**src/rtl/sh7604_ibus_xfer_master_if.sv**
```systemverilog
// IBUS initiator/responder signal bundle used by the block-copy master.
interface sh7604_ibus_xfer_master_if;
  logic [31:0] ibus_a;     // access address
  logic [31:0] ibus_do;    // write data (initiator -> responder)
  logic [31:0] ibus_di;    // read data (responder -> initiator)
  logic [3:0]  ibus_ba;    // byte-lane enables, bit 3 = [31:24]
  logic        ibus_we;    // 1 = write
  logic        ibus_req;   // access request
  logic        ibus_busy;  // responder stall

  modport master (
    output ibus_a, ibus_do, ibus_ba, ibus_we, ibus_req,
    input  ibus_di, ibus_busy
  );

  modport slave (
    input  ibus_a, ibus_do, ibus_ba, ibus_we, ibus_req,
    output ibus_di, ibus_busy
  );
endinterface

```
**src/rtl/sh7604_ibus_xfer_master.sv**
```systemverilog
// Single-channel IBUS block-copy initiator: alternates a read of SAR with a
// write of DAR for COUNT transfers of byte/word/long size.
module sh7604_ibus_xfer_master #(
  parameter int CNT_W = 24
) (
  input  logic                 i_clk,
  input  logic                 i_rst,
  input  logic                 i_ce_r,
  input  logic                 i_ce_f,
  input  logic                 i_start,
  input  logic [31:0]          i_src_addr,
  input  logic [31:0]          i_dst_addr,
  input  logic                 i_src_inc,
  input  logic                 i_dst_inc,
  input  logic [1:0]           i_size,
  input  logic [CNT_W-1:0]     i_count,
  input  logic                 i_ie,
  input  logic                 i_abort,
  sh7604_ibus_xfer_master_if.master ibus,
  output logic                 o_active,
  output logic                 o_done,
  output logic                 o_addr_err,
  output logic                 o_aborted,
  output logic                 o_irq
);

  typedef enum logic [1:0] {
    ST_IDLE = 2'd0,
    ST_RD   = 2'd1,
    ST_WR   = 2'd2
  } state_t;

  localparam logic [CNT_W-1:0] CNT_ONE = {{(CNT_W-1){1'b0}}, 1'b1};

  // Big-endian byte-lane enables for an access of the given size.
  function automatic logic [3:0] f_lane(input logic [1:0] a, input logic [1:0] sz);
    logic [3:0] ba;
    case (sz)
      2'b00: begin
        case (a)
          2'd0:    ba = 4'b1000;
          2'd1:    ba = 4'b0100;
          2'd2:    ba = 4'b0010;
          default: ba = 4'b0001;
        endcase
      end
      2'b01:   ba = a[1] ? 4'b0011 : 4'b1100;
      default: ba = 4'b1111;
    endcase
    return ba;
  endfunction

  // Right-justify the addressed lane(s) of the read data.
  function automatic logic [31:0] f_extract(input logic [31:0] d, input logic [1:0] a,
                                            input logic [1:0] sz);
    logic [31:0] r;
    case (sz)
      2'b00: begin
        case (a)
          2'd0:    r = {24'd0, d[31:24]};
          2'd1:    r = {24'd0, d[23:16]};
          2'd2:    r = {24'd0, d[15:8]};
          default: r = {24'd0, d[7:0]};
        endcase
      end
      2'b01:   r = a[1] ? {16'd0, d[15:0]} : {16'd0, d[31:16]};
      default: r = d;
    endcase
    return r;
  endfunction

  // Replicate right-justified hold data across every lane of the bus.
  function automatic logic [31:0] f_replicate(input logic [31:0] d, input logic [1:0] sz);
    logic [31:0] r;
    case (sz)
      2'b00:   r = {4{d[7:0]}};
      2'b01:   r = {2{d[15:0]}};
      default: r = d;
    endcase
    return r;
  endfunction

  // Address stride for one transfer; reserved size behaves as long.
  function automatic logic [31:0] f_step(input logic [1:0] sz);
    logic [31:0] s;
    case (sz)
      2'b00:   s = 32'd1;
      2'b01:   s = 32'd2;
      default: s = 32'd4;
    endcase
    return s;
  endfunction

  // Natural-alignment violation for the given size.
  function automatic logic f_misaligned(input logic [1:0] a, input logic [1:0] sz);
    logic m;
    case (sz)
      2'b00:   m = 1'b0;
      2'b01:   m = a[0];
      default: m = a[1] | a[0];
    endcase
    return m;
  endfunction

  state_t           r_state;
  logic [31:0]      r_sar;
  logic [31:0]      r_dar;
  logic [CNT_W-1:0] r_cnt;
  logic [1:0]       r_size;
  logic             r_src_inc;
  logic             r_dst_inc;
  logic             r_abort_pend;
  logic [31:0]      r_a;
  logic [31:0]      r_do;     // also serves as the hold register during WR
  logic [3:0]       r_ba;
  logic             r_we;
  logic             r_req;
  logic             r_active;
  logic             r_done;
  logic             r_addr_err;
  logic             r_aborted;

  logic             w_xfer;
  logic             w_abort_now;
  logic             w_last;
  logic [31:0]      w_sar_next;
  logic [31:0]      w_dar_next;
  logic [31:0]      w_rd_data;
  logic             w_start_bad;
  logic             w_unused_ok;

  assign w_xfer      = i_ce_r & r_req & ~ibus.ibus_busy;
  assign w_abort_now = r_abort_pend | i_abort;
  assign w_last      = (r_cnt == CNT_ONE);
  assign w_sar_next  = r_src_inc ? (r_sar + f_step(r_size)) : r_sar;
  assign w_dar_next  = r_dst_inc ? (r_dar + f_step(r_size)) : r_dar;
  assign w_rd_data   = f_extract(ibus.ibus_di, r_sar[1:0], r_size);
  assign w_start_bad = f_misaligned(i_src_addr[1:0], i_size) |
                       f_misaligned(i_dst_addr[1:0], i_size);
  assign w_unused_ok = i_ce_f;

  // Transfer FSM together with all registered bus and status outputs.
  always_ff @(posedge i_clk) begin
    if (i_rst) begin
      r_state      <= ST_IDLE;
      r_sar        <= 32'd0;
      r_dar        <= 32'd0;
      r_cnt        <= {CNT_W{1'b0}};
      r_size       <= 2'b00;
      r_src_inc    <= 1'b0;
      r_dst_inc    <= 1'b0;
      r_abort_pend <= 1'b0;
      r_a          <= 32'd0;
      r_do         <= 32'd0;
      r_ba         <= 4'd0;
      r_we         <= 1'b0;
      r_req        <= 1'b0;
      r_active     <= 1'b0;
      r_done       <= 1'b0;
      r_addr_err   <= 1'b0;
      r_aborted    <= 1'b0;
    end else if (i_ce_r) begin
      case (r_state)
        ST_IDLE: begin
          r_abort_pend <= 1'b0;
          if (i_start) begin
            r_sar     <= i_src_addr;
            r_dar     <= i_dst_addr;
            r_cnt     <= i_count;
            r_size    <= i_size;
            r_src_inc <= i_src_inc;
            r_dst_inc <= i_dst_inc;
            r_done    <= 1'b0;
            r_aborted <= 1'b0;
            if (w_start_bad) begin
              r_addr_err <= 1'b1;
            end else begin
              r_addr_err <= 1'b0;
              r_state    <= ST_RD;
              r_active   <= 1'b1;
              r_req      <= 1'b1;
              r_we       <= 1'b0;
              r_a        <= i_src_addr;
              r_ba       <= f_lane(i_src_addr[1:0], i_size);
            end
          end
        end
        ST_RD: begin
          if (i_abort) begin
            r_abort_pend <= 1'b1;
          end
          if (w_xfer) begin
            if (w_abort_now) begin
              r_state      <= ST_IDLE;
              r_req        <= 1'b0;
              r_active     <= 1'b0;
              r_aborted    <= 1'b1;
              r_abort_pend <= 1'b0;
            end else begin
              r_state <= ST_WR;
              r_do    <= f_replicate(w_rd_data, r_size);
              r_we    <= 1'b1;
              r_a     <= r_dar;
              r_ba    <= f_lane(r_dar[1:0], r_size);
            end
          end
        end
        ST_WR: begin
          if (i_abort) begin
            r_abort_pend <= 1'b1;
          end
          if (w_xfer) begin
            r_sar <= w_sar_next;
            r_dar <= w_dar_next;
            r_cnt <= r_cnt - CNT_ONE;
            if (w_abort_now) begin
              r_state      <= ST_IDLE;
              r_req        <= 1'b0;
              r_active     <= 1'b0;
              r_aborted    <= 1'b1;
              r_abort_pend <= 1'b0;
            end else if (w_last) begin
              r_state  <= ST_IDLE;
              r_req    <= 1'b0;
              r_active <= 1'b0;
              r_done   <= 1'b1;
            end else begin
              r_state <= ST_RD;
              r_we    <= 1'b0;
              r_a     <= w_sar_next;
              r_ba    <= f_lane(w_sar_next[1:0], r_size);
            end
          end
        end
        default: begin
          r_state  <= ST_IDLE;
          r_req    <= 1'b0;
          r_active <= 1'b0;
        end
      endcase
    end
  end

  assign ibus.ibus_a   = r_a;
  assign ibus.ibus_do  = r_do;
  assign ibus.ibus_ba  = r_ba;
  assign ibus.ibus_we  = r_we;
  assign ibus.ibus_req = r_req;
  assign o_active      = r_active;
  assign o_done        = r_done;
  assign o_addr_err    = r_addr_err;
  assign o_aborted     = r_aborted;
  assign o_irq         = i_ie & (r_done | r_addr_err);

endmodule

```
**src/flat_wrapper.sv**
```systemverilog
// flat-port wrapper written by rule: the top's interface ports become plain ports
module sh7604_ibus_xfer_master_flat 
#(
  parameter int CNT_W = 24
)
  (i_clk, i_rst, i_ce_r, i_ce_f, i_start, i_src_addr, i_dst_addr, i_src_inc, i_dst_inc, i_size, i_count, i_ie, i_abort, o_active, o_done, o_addr_err, o_aborted, o_irq, ibus_ibus_a, ibus_ibus_do, ibus_ibus_ba, ibus_ibus_we, ibus_ibus_req, ibus_ibus_di, ibus_ibus_busy);
  sh7604_ibus_xfer_master_if ibus_i ();
  input  logic i_clk;
  input  logic i_rst;
  input  logic i_ce_r;
  input  logic i_ce_f;
  input  logic i_start;
  input  logic [31:0] i_src_addr;
  input  logic [31:0] i_dst_addr;
  input  logic i_src_inc;
  input  logic i_dst_inc;
  input  logic [1:0] i_size;
  input  logic [CNT_W-1:0] i_count;
  input  logic i_ie;
  input  logic i_abort;
  output logic o_active;
  output logic o_done;
  output logic o_addr_err;
  output logic o_aborted;
  output logic o_irq;
  output wire logic [$bits(ibus_i.ibus_a)-1:0] ibus_ibus_a;
  output wire logic [$bits(ibus_i.ibus_do)-1:0] ibus_ibus_do;
  output wire logic [$bits(ibus_i.ibus_ba)-1:0] ibus_ibus_ba;
  output wire logic [$bits(ibus_i.ibus_we)-1:0] ibus_ibus_we;
  output wire logic [$bits(ibus_i.ibus_req)-1:0] ibus_ibus_req;
  input wire logic [$bits(ibus_i.ibus_di)-1:0] ibus_ibus_di;
  input wire logic [$bits(ibus_i.ibus_busy)-1:0] ibus_ibus_busy;
  assign ibus_ibus_a = ibus_i.ibus_a;
  assign ibus_ibus_do = ibus_i.ibus_do;
  assign ibus_ibus_ba = ibus_i.ibus_ba;
  assign ibus_ibus_we = ibus_i.ibus_we;
  assign ibus_ibus_req = ibus_i.ibus_req;
  assign ibus_i.ibus_di = ibus_ibus_di;
  assign ibus_i.ibus_busy = ibus_ibus_busy;
  sh7604_ibus_xfer_master #(.CNT_W(CNT_W)) u_core (.i_clk(i_clk), .i_rst(i_rst), .i_ce_r(i_ce_r), .i_ce_f(i_ce_f), .i_start(i_start), .i_src_addr(i_src_addr), .i_dst_addr(i_dst_addr), .i_src_inc(i_src_inc), .i_dst_inc(i_dst_inc), .i_size(i_size), .i_count(i_count), .i_ie(i_ie), .i_abort(i_abort), .ibus(ibus_i), .o_active(o_active), .o_done(o_done), .o_addr_err(o_addr_err), .o_aborted(o_aborted), .o_irq(o_irq));
endmodule
```
**config.mk**
```make
export PLATFORM = sky130hd
export DESIGN_NAME = sh7604_ibus_xfer_master_flat
export DESIGN_NICKNAME = d
export VERILOG_FILES = /design/src/rtl/sh7604_ibus_xfer_master_if.sv /design/src/rtl/sh7604_ibus_xfer_master.sv /design/src/flat_wrapper.sv
export SDC_FILE = /design/constraint.sdc
export NUM_CORES = 1
export LEC_CHECK = 0
export ABC_AREA = 1
export CORE_AREA = 2 2 141 143
export CTS_CLUSTER_DIAMETER = 100
export DETAILED_ROUTE_END_ITERATION = 12
export DIE_AREA = 0 0 143 145
export PLACE_DENSITY = 0.86
export SLEW_MARGIN = 5
export SYNTH_ARGS = -nofsm -noshare
export SYNTH_HDL_FRONTEND = slang
export SYNTH_SLANG_ARGS = --single-unit
export TNS_END_PERCENT = 50
```
**constraint.sdc**
```tcl
create_clock -name i_clk -period 4.6 [get_ports i_clk]
set_input_delay 1.15 -clock i_clk [delete_from_list [all_inputs] [get_ports i_clk]]
set_output_delay 1.15 -clock i_clk [all_outputs]
set_load 0.01 [all_outputs]
```
==> key figures <==
Synth
  – Cell Area, Synth: between 0.01 and 0.015 mm^2
  – Syn avg cell area: 6.18 um^2
  – Most common cell in the netlist: nand2_1
  – Synth top area share: around 31%
  – Ranking of synthesized cells by area: dfxtp_1 (31%), nand2_1 (14%), a21oi_1 (11%), o21ai_0 (7.5%), nor2_1 (7.3%)
  – Cell type with the largest total area after synthesis: dfxtp_1
  – Ys async rst share: 0%
  – Synth unique cells: 50
  – Synthesized Nets: 1898
  – Yosys reg bits: approximately 170
  – Top FF cell, synth: dfxtp_1
  – Seq/Total Area, Yosys: a little under a third
  – Most frequent cells after synthesis: nand2_1 (394), a21oi_1 (234), nor2_1 (210)
  – Count of mapped cells out of synthesis: between 1500 and 2000
  – Syn. warnings: 0
  – Post-synth EDFFs: 0

Clocking
  – Setup Buffers After CTS: 0
  – Hold_buf cts: 0
  – CTS clk-pin slew, worst paths: roughly 0.07 ns
  – H-tree depth: 4
  – CTS tree: built
  – CTS Buf Count: 17
  – Longest Clk Path Bufs: 2
  – CTS Root Cell: clkbuf_16
  – Clock sink count: 168
  – CTS-repair resized insts: 0
  – Clk Latency, worst-skew pair: ~0.45 ns

Global routing
  – Number of global-route vias before repair: 11561
  – Grt ovf: 0
  – M2 GR Usage: between 50% and 60%
  – Gr usage total: around a third
  – Met1 global-route usage: approximately 42%
  – Met3 global-route usage: 8.09%
  – First-pass GRT wire length: between 50000 and 60000 um
  – Largest net degree at the start of global routing: approximately 90
  – Initial antenna violation count: 1
  – Global route hottest layer: met2

Critical path
  – Crit. End Element: register
  – Reg-to-reg endpoint: u_core.r_dar[16]$_SDFFE_PP0P_
  – Critical path startpoint category: primary input
  – Critical path peak fanout: 45
  – Critical path class: in -> reg
  – Worst r2r src: u_core.r_size[1]$_SDFFE_PP0P_
  – Arr. time, crit path: around 3.9 ns
  – Req. time, crit path: 4.98 ns
  – Path depth of the worst reg2reg path: 15
  – R2r setup slk: 1.21 ns

Timing
  – Rel. slew slack: roughly a quarter
  – Setup violators final: 0
  – WHS: 0.465 ns
  – Slew Limit Fails: 0
  – Worst setup slack after layout: ~1.1 ns
  – Slew @ Worst Pin: about 1.1 ns
  – Period utilization: 76.6%
  – Final TNS setup: 0 ns
  – Final hold violation count: 0
  – RSZ-0062 raised after global routing: no
  – Fin Clk Skew: about 0.013 ns
  – FMAX: between 200 and 300 MHz
  – Period minus WS final: 3.53 ns

Layout
  – Core Util, Final: between 70% and 80%
  – Layout cell share with drive strength beyond 1: between 4 and 5%
  – Area Overhead vs Synth: 24.5%
  – FILL cells: between 1500 and 2000
  – N_diodes: 0
  – # nets final: ~2000

Floorplan
  – Core Box Area: a little under 0.02 mm^2
  – Initial core utilization: 56.3%
  – IO Count: about 210
  – # rows: 51
  – Die Footprint: approximately 0.021 mm^2
  – Die height: around 150 um
  – Die width: approximately 140 um

Power and ir drop
  – Static Leak: approximately 5.3 nW
  – Power Total: about 0.0039 W
  – Pwr/cell area: ~290 mW/mm^2
  – Worst vdd ir: roughly 0.27 mV

Worst hold path
  – WHS Path Cells: 2
  – Worst hold path type: reg -> reg
  – Min-delay src: u_core.r_dst_inc$_SDFFE_PP0P_
  – Worst hold path endpoint: u_core.r_dst_inc$_SDFFE_PP0P_

Job
  – Max_cap viols: 0

Routing
  – DRT iter0 DRCs: approximately 1300
  – Drt wl/cell: about 17 um
  – Drt total wl: ~36000 um
  – Post-DRT Antenna Nets: 0
  – Via count: 12624
  – Vias per Instance: between 5 and 6
  – DRC Markers: 0
  – TritonRoute pass-1 iters: 7

Placement
  – Post-DP HPWL: ~26000 um
  – Port bufs: slightly above 200
  – Post-place setup slack: 0.684 ns
  – Routability-driven placement congestion ratio: 0.993

Status
  – Status: finished clean
[worst max-delay path by stage]
stage	start	end	slack, ns	depth (start not counted)
CTS	i_ce_r	u_core.r_dar[16]$_SDFFE_PP0P_	1.13	11
floorplan	u_core.r_size[1]$_SDFFE_PP0P_	u_core.r_dar[20]$_SDFFE_PP0P_	2.11	17
detailed placement	i_ce_r	u_core.r_dar[16]$_SDFFE_PP0P_	0.68	11
global route	i_ce_r	u_core.r_dar[11]$_SDFFE_PP0P_	0.87	9
global placement	i_ce_r	u_core.r_dar[4]$_SDFFE_PP0P_	0.80	11
finish	i_ce_r	u_core.r_dar[16]$_SDFFE_PP0P_	1.07	11
[logic make-up after synthesis]
kind of cell	count (synthesis)	synth area share (%)
AO/OA/AOI/OAI	496	25.3
buffers and inverters	247	9.22
XOR/XNOR	6	0.486
adder cells (fa/ha/maj)	16	1.99
flip-flops	168	31.1
AND/OR/NAND/NOR	817	31.8
[where the power goes]
part / total (W) / switching (W) / internal (W)
logic: 0.000788 / 0.000461 / 0.000327
clock network: 0.00144 / 0.000669 / 0.000771
registers: 0.00164 / 0.000102 / 0.00153
[registers in the layout (all words and copies together), names as in the netlist, 2 cells and up]
name / count
u_core.ibus.ibus_ba: 4
u_core.ibus.ibus_a: 32
u_core.r_cnt: 24
u_core.r_sar: 32
u_core.r_size: 2
u_core.r_state: 2
u_core.r_dar: 32
u_core.ibus.ibus_do: 32
[layer usage]
| metal | part of all wire [%] | wire [um] | vias up |
|---|---|---|---|
| met1 | 40 | 14500 | 5747 |
| met3 | 9.0 | 3240 | 97 |
| met4 | 4.0 | 1450 | 2 |
| met2 | 46 | 16700 | 607 |
| li1 | - | - | 6171 |
| met5 | 0.036 | 13 | - |
[worst max-delay path, stage by stage]
cell and delay (ns):
clkdlybuf4s50_1 0.53, nand3_2 0.16, nand2_1 0.12, nand2_1 0.12, a21oi_4 0.49, nand2_4 0.45
inv_2 0.44, o211ai_1 0.16, nand2_1 0.09, nand2_1 0.04, nor2_1 0.14
[cell usage in the layout (no fill, tap or decap), types with 2 or more instances in the layout]
cell,count
a211oi_1,13
a211oi_2,3
a21oi_1,234
a221oi_1,6
a22oi_1,4
a31oi_1,13
a32oi_1,2
buf_4,11
clkbuf_16,17
clkdlybuf4s50_1,204
clkinv_1,2
clkinv_4,3
clkinvlp_4,2
dfxtp_1,168
fa_1,2
ha_1,13
inv_1,143
inv_2,7
inv_6,7
nand2_1,393
nand2_2,2
nand3_1,113
nand3b_1,6
nand4_1,29
nor2_1,210
nor2_2,6
nor3_1,26
nor4_1,2
o2111ai_1,2
o211ai_1,30
o21a_1,5
o21ai_0,162
o21ai_1,5
o21bai_1,5
o22ai_1,5
o31ai_1,2
or2_1,2
or2_2,24
xor2_1,5
[final cells by class]
| cell class | count | area, um^2 | share of cell area, % |
|---|---|---|---|
| inverters | 153 | 577 | 4.29 |
| clock buffers | 18 | 439 | 3.26 |
| multi-input cells | 1335 | 6470 | 48.0 |
| flip-flops and latches | 168 | 3360 | 25.0 |
| clock inverters | 13 | 133 | 0.985 |
| well taps | 265 | 332 | 2.46 |
| repair buffers | 217 | 2150 | 16.0 |
[per-stage QoR]
stage | area (um^2) | cells
global route | 13500 | 2169
CTS | 13500 | 2169
finish | 13500 | 2169
floorplan | 10800 | 1750
global placement | 12900 | 2138
detailed placement | 12900 | 2138
Power figures use the tool's default switching activity.
